File: src/rtl/mem_lock_arbiter_pkg.sv
// Shared types and helpers for the memory-lock arbiter.
// Holds the lock state enum, the data-path widths and the modular age
// arithmetic used to decide which requester is oldest.
package mem_lock_arbiter_pkg;

  localparam int ADDR_W    = 30;
  localparam int DATA_W    = 32;
  localparam int STAT_W    = 32;
  // Widest issue id the age helpers handle; ID_WIDTH must not exceed it.
  localparam int AGE_MAX_W = 16;

  typedef enum logic {
    IDLE  = 1'b0,
    OWNED = 1'b1
  } lock_state_e;

  // Index width for n requesters, never narrower than one bit.
  function automatic int idx_width(input int n);
    return (n > 1) ? $clog2(n) : 1;
  endfunction

  // Distance of an issue id from the head, modulo 2^id_width.
  // The subtraction is done at full helper width and then masked, which
  // gives the same result as a native id_width-bit wrap.
  function automatic logic [AGE_MAX_W-1:0] age_of(
    input logic [AGE_MAX_W-1:0] id,
    input logic [AGE_MAX_W-1:0] head,
    input int unsigned          id_width
  );
    logic [AGE_MAX_W-1:0] mask;
    if (id_width >= AGE_MAX_W) begin
      mask = '1;
    end else begin
      mask = (AGE_MAX_W'(1) << id_width) - AGE_MAX_W'(1);
    end
    return (id - head) & mask;
  endfunction

  // Strictly-older test; equal ages are not older so the earlier
  // (lower-index) candidate keeps the win on a tie.
  function automatic logic age_older(
    input logic [AGE_MAX_W-1:0] age_a,
    input logic [AGE_MAX_W-1:0] age_b
  );
    return age_a < age_b;
  endfunction

endpackage

File: src/rtl/mem_lock_arbiter_age_picker.sv
// mem_age_picker: combinational oldest-request selection.
// Scans all requesters, measures each issue id relative to the head id
// and reports the lowest-index requester with the smallest age.
module mem_age_picker
  import mem_lock_arbiter_pkg::*;
#(
  parameter  int NUM_SIC  = 4,
  parameter  int ID_WIDTH = 6,
  localparam int IDX_W    = idx_width(NUM_SIC)
) (
  input  logic [NUM_SIC-1:0]          req,
  input  logic [NUM_SIC*ID_WIDTH-1:0] req_issue_id,
  input  logic [ID_WIDTH-1:0]         head_issue_id,
  output logic [IDX_W-1:0]            winner,
  output logic                        any_req
);

  logic [AGE_MAX_W-1:0] best_age;
  logic [AGE_MAX_W-1:0] cur_age;

  // Linear scan; a later index only takes over when strictly older.
  always_comb begin
    winner   = '0;
    any_req  = 1'b0;
    best_age = '1;
    cur_age  = '0;
    for (int i = 0; i < NUM_SIC; i++) begin
      cur_age = age_of(AGE_MAX_W'(req_issue_id[i*ID_WIDTH +: ID_WIDTH]),
                       AGE_MAX_W'(head_issue_id),
                       ID_WIDTH);
      if (req[i] && (!any_req || age_older(cur_age, best_age))) begin
        any_req  = 1'b1;
        best_age = cur_age;
        winner   = i[IDX_W-1:0];
      end
    end
  end

endmodule

File: src/rtl/mem_lock_arbiter.sv
// mem_lock_arbiter: grants one SIC at a time exclusive use of the shared
// data-memory port, oldest instruction first.
//
// Optional statistics outputs are built when MEM_LOCK_ARBITER_STATS_EN is
// defined; the default build has no counters.
//
// state | meaning
// ------+---------------------------------------------------------------
// IDLE  | no owner; memory port parked at zero, oldest requester latched
// OWNED | owner register holds the SIC that has the port until it releases
//       | or withdraws its request
//
// Arbitration only happens from IDLE, so a release always costs one IDLE
// cycle before the next grant and a newly arriving older request can never
// pre-empt the current owner.
module mem_lock_arbiter
  import mem_lock_arbiter_pkg::*;
#(
  parameter  int NUM_SIC  = 4,
  parameter  int ID_WIDTH = 6,
  localparam int IDX_W    = idx_width(NUM_SIC)
) (
  input  logic                        clk,
  input  logic                        rst_n,
  input  logic [ID_WIDTH-1:0]         head_issue_id,
  input  logic [NUM_SIC-1:0]          req,
  input  logic [NUM_SIC*ID_WIDTH-1:0] req_issue_id,
  input  logic [NUM_SIC-1:0]          release_lock,
  input  logic [NUM_SIC*ADDR_W-1:0]   sic_addr,
  input  logic [NUM_SIC*DATA_W-1:0]   sic_wdata,
  input  logic [NUM_SIC-1:0]          sic_wen,
  output logic [NUM_SIC-1:0]          grant,
  output logic [DATA_W-1:0]           sic_rdata,
  output logic [ADDR_W-1:0]           mem_addr,
  output logic [DATA_W-1:0]           mem_wdata,
  output logic                        mem_wen,
`ifdef MEM_LOCK_ARBITER_STATS_EN
  output logic [STAT_W-1:0]           stat_grants,
  output logic [STAT_W-1:0]           stat_wait_cycles,
`endif
  input  logic [DATA_W-1:0]           mem_rdata
);

  lock_state_e       state;
  logic [IDX_W-1:0]  owner;
  logic [IDX_W-1:0]  winner;
  logic              any_req;
  logic              owner_req;
  logic              owner_rel;

  mem_age_picker #(
    .NUM_SIC  (NUM_SIC),
    .ID_WIDTH (ID_WIDTH)
  ) u_picker (
    .req           (req),
    .req_issue_id  (req_issue_id),
    .head_issue_id (head_issue_id),
    .winner        (winner),
    .any_req       (any_req)
  );

  // Read data is broadcast unconditionally; only the owner acts on it.
  assign sic_rdata = mem_rdata;

  // Owner-side mux: grant follows the owner's live request so an abort
  // drops the grant (and any write) in the same cycle.
  always_comb begin
    grant     = '0;
    mem_addr  = '0;
    mem_wdata = '0;
    mem_wen   = 1'b0;
    owner_req = 1'b0;
    owner_rel = 1'b0;
    if (state == OWNED) begin
      for (int i = 0; i < NUM_SIC; i++) begin
        if (owner == i[IDX_W-1:0]) begin
          owner_req = req[i];
          owner_rel = release_lock[i];
          grant[i]  = req[i];
          mem_addr  = sic_addr[i*ADDR_W +: ADDR_W];
          mem_wdata = sic_wdata[i*DATA_W +: DATA_W];
          mem_wen   = sic_wen[i] & req[i];
        end
      end
    end
  end

  // Lock FSM: latch the oldest requester from IDLE, hold until the owner
  // releases or withdraws. Non-owner releases never reach owner_rel.
  always_ff @(posedge clk or negedge rst_n) begin
    if (!rst_n) begin
      state <= IDLE;
      owner <= '0;
    end else begin
      case (state)
        IDLE: begin
          if (any_req) begin
            state <= OWNED;
            owner <= winner;
          end
        end
        OWNED: begin
          if (owner_rel || !owner_req) begin
            state <= IDLE;
          end
        end
        default: begin
          state <= IDLE;
        end
      endcase
    end
  end

`ifdef MEM_LOCK_ARBITER_STATS_EN
  // Completed-transaction and starvation counters; both wrap silently.
  always_ff @(posedge clk or negedge rst_n) begin
    if (!rst_n) begin
      stat_grants      <= '0;
      stat_wait_cycles <= '0;
    end else begin
      if (owner_req && owner_rel && (state == OWNED)) begin
        stat_grants <= stat_grants + STAT_W'(1);
      end
      if ((|req) && (grant == '0)) begin
        stat_wait_cycles <= stat_wait_cycles + STAT_W'(1);
      end
    end
  end
`endif

endmodule

File: config.mk
export PLATFORM = sky130hd
export DESIGN_NAME = mem_lock_arbiter
export DESIGN_NICKNAME = d
export VERILOG_FILES = /design/src/rtl/mem_lock_arbiter_pkg.sv /design/src/rtl/mem_lock_arbiter_age_picker.sv /design/src/rtl/mem_lock_arbiter.sv
export SDC_FILE = /design/constraint.sdc
export NUM_CORES = 1
export LEC_CHECK = 0
export BUFFER_PORTS_ARGS = -buffer_cell sky130_fd_sc_hd__buf_2
export CORE_AREA = 2 2 164 166
export DETAILED_ROUTE_END_ITERATION = 10
export DIE_AREA = 0 0 166 168
export SLEW_MARGIN = 20
export SYNTH_ARGS = -nofsm -noshare
export SYNTH_HDL_FRONTEND = slang
export SYNTH_SLANG_ARGS = --single-unit
File: constraint.sdc
create_clock -name clk -period 3.4 [get_ports clk]
set_clock_uncertainty 0.15 [all_clocks]
set_input_delay 0 -clock clk [delete_from_list [all_inputs] [get_ports clk]]
set_output_delay 0 -clock clk [all_outputs]
set_load 0.005 [all_outputs]
==> flow_metrics.env <==
export IMPL_status="finished with violations"
export IMPL_failed_checks="negative hold slack, negative setup slack"
export IMPL_grt_pass1_vias=5012
export IMPL_antenna_found_initial=2
export IMPL_io_buffers=358
export IMPL_syn_inst=403
export IMPL_path_class="in -> reg"
export IMPL_gp_congestion=0.819
export IMPL_syn_num_nets=766
export IMPL_tightest_slew_ns=0.752
export IMPL_peakVddDrop_v=0.000231
export IMPL_fmax_mhz=212
export IMPL_whs_ns=-0.00219
export IMPL_wl_per_cell_um=17.1
export IMPL_crit_path_end="owner[0]"
export IMPL_worstPathRequired_ns=3.35
export IMPL_grt_pass1_wl_mm=28.6
export IMPL_rr_startpoint="owner[0]"
export IMPL_rsz0062_at_grt="yes"
export IMPL_r2r_end="state"
export IMPL_yosysUniqueCellTypes=59
export IMPL_cts_root_buffer="clkbuf_16"
export IMPL_synthArstFlopShare_pct=100
export IMPL_slew_headroom_pct=49.9
export IMPL_cts_max_level=1
export IMPL_die_w_um=166
export IMPL_drt_iter0_markers=244
export IMPL_dp_hpwl_mm=16.9
export IMPL_crit_path_max_fanout=7
export IMPL_num_vias=4937
export IMPL_grt_remaining_overflow=0
export IMPL_fin_util_pct=26.3
export IMPL_drive_above_1_share_pct=66.3
export IMPL_timing_final_crit_share_pct=139
export IMPL_min_period_ns=4.72
export IMPL_routed_wl_mm=19.8
export IMPL_insertion_delay_ns=0.22
export IMPL_fill_cells=2839
export IMPL_layout_nets=1178
export IMPL_synth_flop_cell="dfrtp_1"
export IMPL_pre_cts_slack_ns=-1.77
export IMPL_gr_usage_all_layers_pct=13.3
export IMPL_clk_path_buf_depth=2
export IMPL_power_mw=3.44
export IMPL_rows=60
export IMPL_drt_pre_antenna_iters=4
export IMPL_syn_area_um2=3830
export IMPL_setup_viol=2
export IMPL_slew_viol_final=0
export IMPL_synth_area_leaders="mux4_2 (36%), ha_1 (11%), and2_1 (10%)"
export IMPL_drc=0
export IMPL_cts_tree="done"
export IMPL_setup_slack_ns=-1.32
export IMPL_yosysSeqAreaShare_pct=1.96
export IMPL_dp_cells=1101
export IMPL_power_per_cell_area_nw_per_um2=496
export IMPL_startpoint_type="input port"
export IMPL_worstSetupEndpointType="flip-flop"
export IMPL_drv_cap=0
export IMPL_synth_top_cell_area_share_pct=36.4
export IMPL_initial_core_util_pct=14.5
export IMPL_synth_largest_area_cell="mux4_2"
export IMPL_layout_common_cells="buf_2 (357), buf_4 (71), and2_1 (64)"
export IMPL_grt_max_degree=69
export IMPL_reg2reg_depth=5
export IMPL_numCtsBuffers=3
export IMPL_p_leak_nw=3.46
export IMPL_clk_pin_slew_ns=0.03
export IMPL_synth_warnings=0
export IMPL_ant_nets=0
export IMPL_synth_edf_count=0
export IMPL_syn_avg_cell_area_um2=9.51
export IMPL_worstPathArrival_ns=4.67
export IMPL_ys_ff_latch=3
export IMPL_crit_start="req_issue_id[0]"
export IMPL_die_y_um=168
export IMPL_final_cell_count_no_fill=1156
export IMPL_hp_class="in -> async"
export IMPL_areaGrowthSynthToFinish_pct=81.2
export IMPL_clock_sinks=3
export IMPL_r2r_setup_slack_ns=1.31
export IMPL_core_um2=26400
export IMPL_die_area_um2=27900
export IMPL_hold_violations=2
export IMPL_viasPerCell=4.27
export IMPL_mostFrequentLayoutCell="buf_2"
export IMPL_ios=423
## worst min path at each step
stage                     cells after the start  slack [ns]       end  start
after global routing                          2        0.04  owner[0]  rst_n
after floorplan                               0       -0.45  owner[0]  rst_n
after CTS                                     2        0.03  owner[0]  rst_n
after global placement                        1       -0.35  owner[0]  rst_n
after detailed placement                      1       -0.35  owner[0]  rst_n
final                                         2      -0.002     state  rst_n
## critical path, stage by stage
cell       delay, ns
buf_2           0.09
inv_1           0.05
ha_2            0.19
fa_2            0.21
nor2b_2         0.05
buf_4           0.12
buf_4           0.12
buf_4           0.12
buf_4           0.12
buf_4           0.12
o21a_1          0.19
ha_1            0.29
o2111ai_2       0.14
a31o_4          0.30
mux2_4          0.33
ha_4            0.26
o21ai_1         0.08
a21oi_2         0.17
nor2b_4         0.16
o21ai_2         0.07
a21oi_4         0.21
buf_6           0.14
mux2i_1         0.07
ha_1            0.30
nand4_1         0.16
o2111ai_2       0.23
a21oi_2         0.06
o32a_1          0.29
## registers in the layout, summed over array words and instances, names as in the netlist
name and flops:
owner 2, state 1
## per-stage QoR
stage / setup TNS [ns] / instance area, um2
after global routing: -3.13 / 6940
after global placement: -3.24 / 6270
after floorplan: -2.44 / 3960
after detailed placement: -3.49 / 6270
after CTS: -2.67 / 6840
final: -2.61 / 6940
## Yosys cell counts (all sizes together), types with 2 or more instances
cell,n
nand4,2
buf,41
nor2b,7
o21ai,13
a311oi,3
mux4,62
a21boi,3
a211oi,2
xor2,4
o211ai,5
and3,2
mux2,4
xnor2,8
o21a,4
nor3,5
mux2i,5
o2111ai,2
nand2,13
a21oi,16
dfrtp,3
nand2b,5
inv,31
clkbuf,16
nor3b,2
ha,35
a21o,2
fa,4
nor2,16
and2,64
nand3,4
## timing repair
item | in CTS | in global routing
hold buffers | 33 | 0
gates resized for setup | 15 | 11
pin swaps | 14 | 11
hold endpoints to repair | 35 | 0
buffers inserted | 11 | 6
setup endpoints to repair | 2 | 2
## kinds of logic after synthesis
family	Yosys count	share of synthesized area, %
AO/OA/AOI/OAI	62	11.5
multiplexers	71	39.0
adder cells (fa/ha/maj)	39	13.5
AND/OR/NAND/NOR	128	19.1
buffers and inverters	88	12.1
flip-flops	3	1.96
XOR/XNOR	12	2.74
## cell type report
type	instances	area [um2]	share of cell area [%]
tap	341	427	6.15
clock buffer	4	78.8	1.14
multi-input combinational	312	3540	50.9
sequential	3	83.8	1.21
timing repair buffer	464	2690	38.8
inverter	31	120	1.73
antenna	1	2.50	0.0361
## where the power goes
group          internal [mW]  switching, mW
registers             0.0597          0.160
logic                   1.72           1.32
clock network          0.155         0.0320
## metal layers
metal	vias up	track usage, %	wire length, um
li1	2302	-	-
met1	2382	16.5	7730
met2	237	24.0	10200
met3	14	2.61	1610
met4	2	2.53	262
met5	-	0	13
No activity file was read; power rests on OpenSTA's default activity.
